**src/rtl/lns_dot_accum.sv**
```systemverilog
// LNS dot-product accumulator: log-domain multiply, one-stage product register, serial LNS accumulation.
// lns_add is the shared combinational LNS adder; its corrections are 128*log2(1 +/- 2^-t) at half-unit t steps.

module lns_add (
   input  logic [11:0] x,
   input  logic [11:0] y,
   output logic [11:0] z
);
   logic               x_big;
   logic               same_sign;
   logic [10:0]        l_max;
   logic [10:0]        l_min;
   logic [11:0]        diff;
   logic signed [11:0] corr;
   logic signed [11:0] sum;
   logic [10:0]        l_res;

   assign x_big     = $signed(x[10:0]) >= $signed(y[10:0]);
   assign same_sign = x[11] == y[11];

   always_comb begin
      l_max = x_big ? x[10:0] : y[10:0];
      l_min = x_big ? y[10:0] : x[10:0];
      diff  = {l_max[10], l_max} - {l_min[10], l_min};
      corr  = '0;
      // Beyond 8 octaves apart the smaller operand no longer affects the result.
      if (diff[11:10] == 2'b00) begin
         if (same_sign) begin
            case (diff[9:6])
               4'd0:  corr = 12'sd128;
               4'd1:  corr = 12'sd99;
               4'd2:  corr = 12'sd75;
               4'd3:  corr = 12'sd56;
               4'd4:  corr = 12'sd41;
               4'd5:  corr = 12'sd30;
               4'd6:  corr = 12'sd22;
               4'd7:  corr = 12'sd16;
               4'd8:  corr = 12'sd11;
               4'd9:  corr = 12'sd8;
               4'd10: corr = 12'sd6;
               4'd11: corr = 12'sd4;
               4'd12: corr = 12'sd3;
               4'd13: corr = 12'sd2;
               4'd14: corr = 12'sd1;
               4'd15: corr = 12'sd1;
            endcase
         end else begin
            case (diff[9:6])
               4'd0:  corr = -12'sd1024;
               4'd1:  corr = -12'sd227;
               4'd2:  corr = -12'sd128;
               4'd3:  corr = -12'sd81;
               4'd4:  corr = -12'sd53;
               4'd5:  corr = -12'sd36;
               4'd6:  corr = -12'sd25;
               4'd7:  corr = -12'sd17;
               4'd8:  corr = -12'sd12;
               4'd9:  corr = -12'sd8;
               4'd10: corr = -12'sd6;
               4'd11: corr = -12'sd4;
               4'd12: corr = -12'sd3;
               4'd13: corr = -12'sd2;
               4'd14: corr = -12'sd1;
               4'd15: corr = -12'sd1;
            endcase
         end
      end
      sum = $signed({l_max[10], l_max}) + corr;
      case (sum[11:10])
         2'b01:   l_res = 11'h3FF;
         2'b10:   l_res = 11'h400;
         default: l_res = sum[10:0];
      endcase
      z = {(x_big ? x[11] : y[11]), l_res};
   end
endmodule

module lns_dot_accum #(
   parameter int COUNT_W = 16
) (
   input  logic               clk,
   input  logic               rst,
   input  logic               in_valid,
   output logic               in_ready,
   input  logic [11:0]        in_a,
   input  logic [11:0]        in_b,
   input  logic               in_last,
   output logic               out_valid,
   input  logic               out_ready,
   output logic [11:0]        out_data,
   output logic [COUNT_W-1:0] out_count,
   output logic               out_sat
);
   // state | meaning
   // IDLE  | waiting for the first term of a dot product
   // ACCUM | terms streaming in, accumulator being updated
   // DRAIN | last term in stage P, folding into the accumulator
   // DONE  | result presented until the consumer takes it
   typedef enum logic [1:0] {IDLE, ACCUM, DRAIN, DONE} state_t;

   state_t state_q, state_d;

   logic               accept;
   logic signed [11:0] prod_sum;
   logic               prod_hi;
   logic               prod_lo;
   logic [10:0]        prod_log;
   logic [11:0]        add_z;

   logic               p_valid_q, p_valid_d;
   logic               p_last_q, p_last_d;
   logic [11:0]        p_data_q, p_data_d;
   logic [11:0]        acc_q, acc_d;
   logic               acc_empty_q, acc_empty_d;
   logic [COUNT_W-1:0] cnt_q, cnt_d;
   logic               sat_q, sat_d;
   logic [11:0]        out_data_q, out_data_d;
   logic [COUNT_W-1:0] out_count_q, out_count_d;
   logic               out_sat_q, out_sat_d;

   assign accept   = in_valid & in_ready;
   assign prod_sum = $signed({in_a[10], in_a[10:0]}) + $signed({in_b[10], in_b[10:0]});
   assign prod_hi  = prod_sum[11:10] == 2'b01;
   assign prod_lo  = prod_sum[11:10] == 2'b10;
   assign prod_log = prod_hi ? 11'h3FF : (prod_lo ? 11'h400 : prod_sum[10:0]);

   lns_add u_add (
      .x (acc_q),
      .y (p_data_q),
      .z (add_z)
   );

   always_ff @(posedge clk or posedge rst) begin
      if (rst) state_q <= IDLE;
      else     state_q <= state_d;
   end

   always_comb begin
      state_d = state_q;
      case (state_q)
         IDLE:  if (accept) state_d = in_last ? DRAIN : ACCUM;
         ACCUM: if (accept && in_last) state_d = DRAIN;
         DRAIN: state_d = DONE;
         DONE:  if (out_ready) state_d = IDLE;
         default: state_d = IDLE;
      endcase
   end

   always_comb begin
      in_ready  = ~rst & ((state_q == IDLE) | (state_q == ACCUM));
      out_valid = state_q == DONE;
   end

   always_comb begin
      p_valid_d   = accept;
      p_last_d    = accept & in_last;
      p_data_d    = accept ? {in_a[11] ^ in_b[11], prod_log} : p_data_q;
      acc_d       = acc_q;
      acc_empty_d = acc_empty_q;
      cnt_d       = cnt_q;
      sat_d       = sat_q;
      out_data_d  = out_data_q;
      out_count_d = out_count_q;
      out_sat_d   = out_sat_q;
      if (accept) begin
         if (cnt_q != '1) cnt_d = cnt_q + 1'b1;
         if (prod_hi | prod_lo) sat_d = 1'b1;
      end
      // No zero code in LNS, so the first product seeds the accumulator directly.
      if (p_valid_q) begin
         acc_d       = acc_empty_q ? p_data_q : add_z;
         acc_empty_d = 1'b0;
         if (p_last_q) begin
            out_data_d  = acc_d;
            out_count_d = cnt_q;
            out_sat_d   = sat_q;
            cnt_d       = '0;
            sat_d       = 1'b0;
         end
      end
      if ((state_q == DONE) && out_ready) begin
         acc_empty_d = 1'b1;
         out_count_d = '0;
         out_sat_d   = 1'b0;
      end
   end

   always_ff @(posedge clk or posedge rst) begin
      if (rst) begin
         p_valid_q   <= 1'b0;
         p_last_q    <= 1'b0;
         p_data_q    <= '0;
         acc_q       <= '0;
         acc_empty_q <= 1'b1;
         cnt_q       <= '0;
         sat_q       <= 1'b0;
         out_data_q  <= '0;
         out_count_q <= '0;
         out_sat_q   <= 1'b0;
      end else begin
         p_valid_q   <= p_valid_d;
         p_last_q    <= p_last_d;
         p_data_q    <= p_data_d;
         acc_q       <= acc_d;
         acc_empty_q <= acc_empty_d;
         cnt_q       <= cnt_d;
         sat_q       <= sat_d;
         out_data_q  <= out_data_d;
         out_count_q <= out_count_d;
         out_sat_q   <= out_sat_d;
      end
   end

   assign out_data  = out_data_q;
   assign out_count = out_count_q;
   assign out_sat   = out_sat_q;
endmodule

```
**config.mk**
```make
export PLATFORM = sky130hd
export DESIGN_NAME = lns_dot_accum
export DESIGN_NICKNAME = d
export VERILOG_FILES = /design/src/rtl/lns_dot_accum.sv
export SDC_FILE = /design/constraint.sdc
export NUM_CORES = 1
export LEC_CHECK = 0
export CORE_MARGIN = 5
export CORE_UTILIZATION = 63
export DETAILED_ROUTE_END_ITERATION = 8
export GPL_ROUTABILITY_DRIVEN = 0
export PLACE_DENSITY = 0.87
export SETUP_SLACK_MARGIN = 0.1
export SYNTH_ARGS = -nofsm -noshare
export SYNTH_HDL_FRONTEND = slang
export SYNTH_HIERARCHICAL = 1
export SYNTH_SLANG_ARGS = --single-unit
```
**constraint.sdc**
```tcl
create_clock -name clk -period 19.5 [get_ports clk]
set_input_delay 3.9 -clock clk [delete_from_list [all_inputs] [get_ports clk]]
set_output_delay 3.9 -clock clk [all_outputs]
set_load 0.03 [all_outputs]
```
==> results of run 1 <==
worst min path at each step:
stage,from,endpoint,slack (ns),depth (start not counted)
after detailed placement,out_data[3]$_DFFE_PP0P_,out_data[3]$_DFFE_PP0P_,0.47,2
after global placement,out_data[0]$_DFFE_PP0P_,out_data[0]$_DFFE_PP0P_,0.46,2
after floorplan,sat_q$_DFF_PP0_,sat_q$_DFF_PP0_,0.47,2
final,out_data[3]$_DFFE_PP0P_,out_data[3]$_DFFE_PP0P_,0.49,2
after CTS,out_data[3]$_DFFE_PP0P_,out_data[3]$_DFFE_PP0P_,0.49,2
after global routing,out_data[3]$_DFFE_PP0P_,out_data[3]$_DFFE_PP0P_,0.52,2
registers in the layout, indices dropped and copies added (netlist names):
name,cells
out_count,16
cnt_q,16
state_q,2
out_sat,1
acc_q,12
acc_empty_q,1
out_data,12
sat_q,1
p_last_q,1
p_valid_q,1
p_data_q,12
cell usage in the layout, fill, tap and decap left out, drive strengths merged, types with 3 or more instances in the layout:
cell,synthesis,layout
o211ai,6,6
nor3,17,17
a22o,19,19
a21oi,49,49
a31oi,6,6
xor2,5,5
a21o,9,9
a221o,6,6
a21boi,3,3
o21ba,3,3
inv,38,42
clkdlybuf4s50,0,59
dfrtp,74,74
mux2i,20,20
and4,4,4
a211o,3,3
clkbuf,15,9
nand4,8,8
and3,10,10
nand3,19,19
nand3b,4,4
mux2,8,8
o21a,4,4
xnor2,25,25
o21ai,43,43
nand2,68,68
and2,6,6
nor2,50,50
ha,48,48
nor2b,3,3
o31ai,4,4
a211oi,12,12
nor4,7,7
a32oi,4,4
o21bai,9,9
stage by stage:
step / cells / area, um^2 / hold WS [ns] / setup WS [ns]
after floorplan: 659 / 5920 / 0.467 / 11.31
after global placement: 806 / 6530 / 0.461 / 10.25
after detailed placement: 806 / 6530 / 0.473 / 10.23
after CTS: 822 / 6730 / 0.494 / 10.22
after global routing: 822 / 6730 / 0.523 / 10.20
final: 822 / 6730 / 0.488 / 10.22
cell type report:
cell class	count	area, um^2	share of cell area
well taps	111	139	0.0206
repair buffers	60	598	0.0889
clock buffers	9	124	0.0184
multi-input cells	522	3770	0.561
flip-flops and latches	75	1880	0.279
inverters	38	143	0.0212
clock inverters	7	70.1	0.0104
metal layers:
metal  GRT usage  up-vias
li1            -     2536
met1       0.347     2621
met2       0.463      286
met3      0.0446       52
met4       0.112        0
met5           0        -
cell families after synthesis:
| logic type | Yosys count | share of synthesized area |
|---|---|---|
| xor+xnor | 30 | 0.0457 |
| compound gates | 203 | 0.250 |
| simple gates | 211 | 0.185 |
| flops | 75 | 0.317 |
| fa+ha+maj | 50 | 0.108 |
| mux | 28 | 0.0491 |
| buf+inv | 62 | 0.0444 |
worst register-to-register path: cells and delay by family (launching register included):
kind | cells | cell delay [ns]
AO/OA/AOI/OAI | 15 | 3.16
XOR/XNOR | 1 | 0.20
adder cells (fa/ha/maj) | 4 | 1.71
buffers and inverters | 3 | 0.29
flip-flops | 1 | 0.48
multiplexers | 1 | 0.27
AND/OR/NAND/NOR | 8 | 2.11
==> impl_metrics.yaml, run 1 <==
worst_setup_path:
  crit_path_end_kind: "output port"
  critPathMaxStageDelay_ns: 0.70
  cp.arrival_ns: 5.38
  cp.buffers_inverters: 2
  r2r_start: "p_data_q[10]$_DFFE_PP0P_"
  critPathKind: "in2out"
  cp-start-kind: "input port"
  crit_cells: 3
  crit_chain: "clkdlybuf4s50_1, o21ba_2, clkdlybuf4s50_1"
  path_max_fanout: 4
  crit_family: "buffers and inverters"
  critPathRequiredTime_ns: 15.60
  reg2reg_to: "out_data[5]$_DFFE_PP0P_"
  r2r_cells: 32
  cp-startpoint: "rst"
  ff2ff_setup_slack_ns: 11.11
  crit_end: "in_ready"
  crit_top_cell: "clkdlybuf4s50_1"
  slowest_stage: "clkdlybuf4s50_1"
timing:
  period_needed_ns: 9.28
  clock_skew_ns: 0.0150
  worst_pin_slew_ns: 1.11
  final-max-slew-violation-count: 0
  slew_headroom: 0.252
  period_share: 0.476
  setup-tns-final_ns: 0
  fmax_ghz: 0.108
  rsz0062_at_grt: "false"
  hold_viol: 0
  setup_viol: 0
route:
  wl_per_cell_um: 18.7
  via_per_inst: 6.68
  met3_length_um: 1010
  wirelength_met1_um: 6300
  num_vias: 5495
  drc: 0
  drt-initial-drc-count: 464
  totalWireLength_um: 15400
  ant_nets: 0
  dr.max_layer_used: "met4"
  dr.pass1.iters: 5
  wl_met2_um: 7530
floorplan:
  die_x_um: 107
  die_area_mm2: 0.0114
  floorplan.core_area_mm2: 0.00920
  io_pins: 60
  start_util: 0.643
  num_rows: 35
  chipHeight_um: 107
clock_network:
  numCtsBuffers: 9
  cts_resized: 0
  cts_sinks: 75
  clkLatencyLatePin_ns: 0.36
  cts_max_path_buffers: 2
  cts-root-buf: "clkbuf_8"
  clk_pin_slew_worst_paths_ns: 0.09
  cts-htree-levels: 3
  hold_buffers: 0
  tritoncts: "done"
  postCtsSetupBuffers: 0
place:
  numPortBuffers: 59
  hpwl_um: 11200
layout:
  fin_nets: 785
  final_util: 0.731
  drive_above_1_share: 0.0928
  fill_cells: 654
  syn_to_final_growth_pct: 13.7
  antenna_cells: 0
yosys:
  post-synth-top-count-cell: "dfrtp_1"
  ys_seq_elements: 75
  ys_seq_area_frac: 0.317
  synthFlopType: "dfrtp_1"
  avgSynthCellArea_um2: 8.98
  syn_area_mm2: 0.00592
  synth_area_leaders: "dfrtp_1 31%, ha_1 10%, nand2_1 4.3%, a21oi_1 3.8%, xnor2_1 3.6%"
  syn_nets: 738
  synth_edf_count: 0
  yosysUniqueCellTypes: 94
  ys_async_sr_fraction: 1.00
  synthCells: 659
  yosys_warnings: 6
  synth_top_area_share: 0.313
  synth_top_area_cell: "dfrtp_1"
  synthTopCellsByCount: "74 x dfrtp_1, 67 x nand2_1, 49 x nor2_1"
grt:
  gr-total-overflow: 0
  antenna_found_initial: 0
  grt_pass1_wl_um: 25300
  grt_pass1_vias: 5331
  grt_max_degree: 76
  track_usage: 0.273
job:
  drv_cap: 0
run_status:
  outcome: "complete, no violations"
worst_hold_path:
  hp-class: "reg2reg"
Power of run 1 is not shown: default switching activity piles up to over one toggle a cycle in this logic, so the estimate is an artifact.
==> run 2: changes to the inputs <==
CORE_UTILIZATION = 53   (was 63)
PLACE_DENSITY = 0.78   (was 0.87)
clock period = 8.5 ns   (was 19.5 ns; I/O delays follow)
==> run 2 against run 1 <==
Net effect:
- register-to-register slack got worse by 10 ns
- critical path type is now reg2reg
- highest routed layer unchanged
- global-route usage fell by 5.1 points
- critical path depth rose by 30
==> impl_metrics.yaml, run 2 (synthesis gave the netlist of run 1 again) <==
clock_network:
  postCtsSetupBuffers: 0
  clkLatencyLatePin_ns: 0.36
  cts_sinks: 75
  numCtsBuffers: 9
  cts-htree-levels: 3
  cts_max_path_buffers: 2
  hold_buffers: 0
  cts-root-buf: "clkbuf_8"
  tritoncts: "done"
  clk_pin_slew_worst_paths_ns: 0.08
job:
  drv_cap: 0
run_status:
  outcome: "complete, no violations"
grt:
  grt_pass1_wl_um: 24100
  grt_max_degree: 76
  busiest_layer: "met2"
  use_met1: 0.307
  globalRouteMet3Util: 0.0371
  track_usage: 0.222
  antenna_found_initial: 0
  grt_pass1_vias: 5006
  gr-total-overflow: 0
  use_met2: 0.357
worst_setup_path:
  critPathRequiredTime_ns: 8.71
  path_max_fanout: 14
  critPathKind: "reg2reg"
  cp-start-kind: "register"
  r2r_start: "p_data_q[10]$_DFFE_PP0P_"
  slowest_stage: "ha_1"
  ff2ff_setup_slack_ns: 0.66
  crit_path_end_kind: "register"
  cp.arrival_ns: 8.05
  r2r_cells: 33
  reg2reg_to: "out_data[1]$_DFFE_PP0P_"
  critPathMaxStageDelay_ns: 0.49
  crit_top_cell: "a21oi_1"
worst_hold_path:
  hold_start: "out_data[3]$_DFFE_PP0P_"
  hold_depth: 2
  hold_end: "out_data[3]$_DFFE_PP0P_"
  hp-class: "reg2reg"
timing:
  period_needed_ns: 7.84
  period_share: 0.923
  clock_skew_ns: 0.00867
  hold_viol: 0
  final-max-slew-violation-count: 0
  fmax_ghz: 0.128
  rsz0062_at_grt: "false"
  setup_viol: 0
  slew_headroom: 0.238
  worst_pin_slew_ns: 1.14
  setup-tns-final_ns: 0
route:
  ant_nets: 0
  drc: 0
  drt-initial-drc-count: 565
  totalWireLength_um: 14600
  dr.pass1.iters: 5
  via_per_inst: 6.24
  wl_per_cell_um: 17.1
  num_vias: 5318
floorplan:
  chipHeight_um: 116
  die_x_um: 116
  num_rows: 38
  io_pins: 60
  start_util: 0.543
  die_area_mm2: 0.0134
  floorplan.core_area_mm2: 0.0109
layout:
  syn_to_final_growth_pct: 14.8
  final_common_cell: "dfrtp_1"
  drive_above_1_share: 0.0983
  final_cell_area_mm2: 0.00679
  fill_cells: 896
  fin_nets: 786
  antenna_cells: 0
  multi_input_area_mm2: 0.00379
  regArea_mm2: 0.00188
  mostFrequentLayoutCells: "74 x dfrtp_1, 66 x nand2_1, 59 x clkdlybuf4s50_1"
place:
  placed_area_mm2: 0.00658
  hpwl_um: 11300
  numPortBuffers: 59
-- run 2: metrics by stage --
stage | util | hold slack [ns] | setup slack [ns] | instances
detailed placement | 0.604 | 0.469 | 0.459 | 836
global placement | 0.604 | 0.463 | 0.708 | 836
CTS | 0.623 | 0.487 | 0.438 | 852
finish | 0.624 | 0.484 | 0.659 | 852
global route | 0.624 | 0.511 | 0.141 | 852
floorplan | - | 0.467 | 1.89 | 659
-- run 2: worst max path at each step --
stage                                  start                 endpoint  slack, ns
floorplan            p_data_q[9]$_DFFE_PP0P_  out_data[0]$_DFFE_PP0P_       1.89
CTS                 p_data_q[10]$_DFFE_PP0P_  out_data[0]$_DFFE_PP0P_       0.44
finish              p_data_q[10]$_DFFE_PP0P_  out_data[1]$_DFFE_PP0P_       0.66
global placement    p_data_q[10]$_DFFE_PP0P_     acc_q[0]$_DFFE_PP0P_       0.71
global route         p_data_q[8]$_DFFE_PP0P_  out_data[1]$_DFFE_PP0P_       0.14
detailed placement  p_data_q[10]$_DFFE_PP0P_  out_data[0]$_DFFE_PP0P_       0.46
-- run 2: metal layers --
layer	up-vias	share of wire
li1	2531	-
met1	2534	0.45
met2	215	0.46
met3	38	0.067
met4	0	0.023
met5	-	0
-- run 2: area by class of cell --
| cell class | count | area share |
|---|---|---|
| multi-input cells | 522 | 0.558 |
| flip-flops and latches | 75 | 0.276 |
| clock inverters | 7 | 0.0114 |
| repair buffers | 61 | 0.0892 |
| inverters | 38 | 0.0210 |
| well taps | 140 | 0.0258 |
| clock buffers | 9 | 0.0182 |
-- run 2: what timing repair did --
item	in CTS	in global routing
endpoints found under the setup margin	0	22
endpoints found under the hold margin	0	0
resized for setup	0	4
-- run 2: critical path: cells and delay by family, from the launching register on --
kind                     cells  cell delay, ns
flip-flops                   1            0.47
adder cells (fa/ha/maj)      5            1.89
multiplexers                 1            0.26
AND/OR/NAND/NOR              9            1.82
buffers and inverters        3            0.35
XOR/XNOR                     2            0.50
AO/OA/AOI/OAI               13            2.39
Power of run 2 is left out for the same reason.
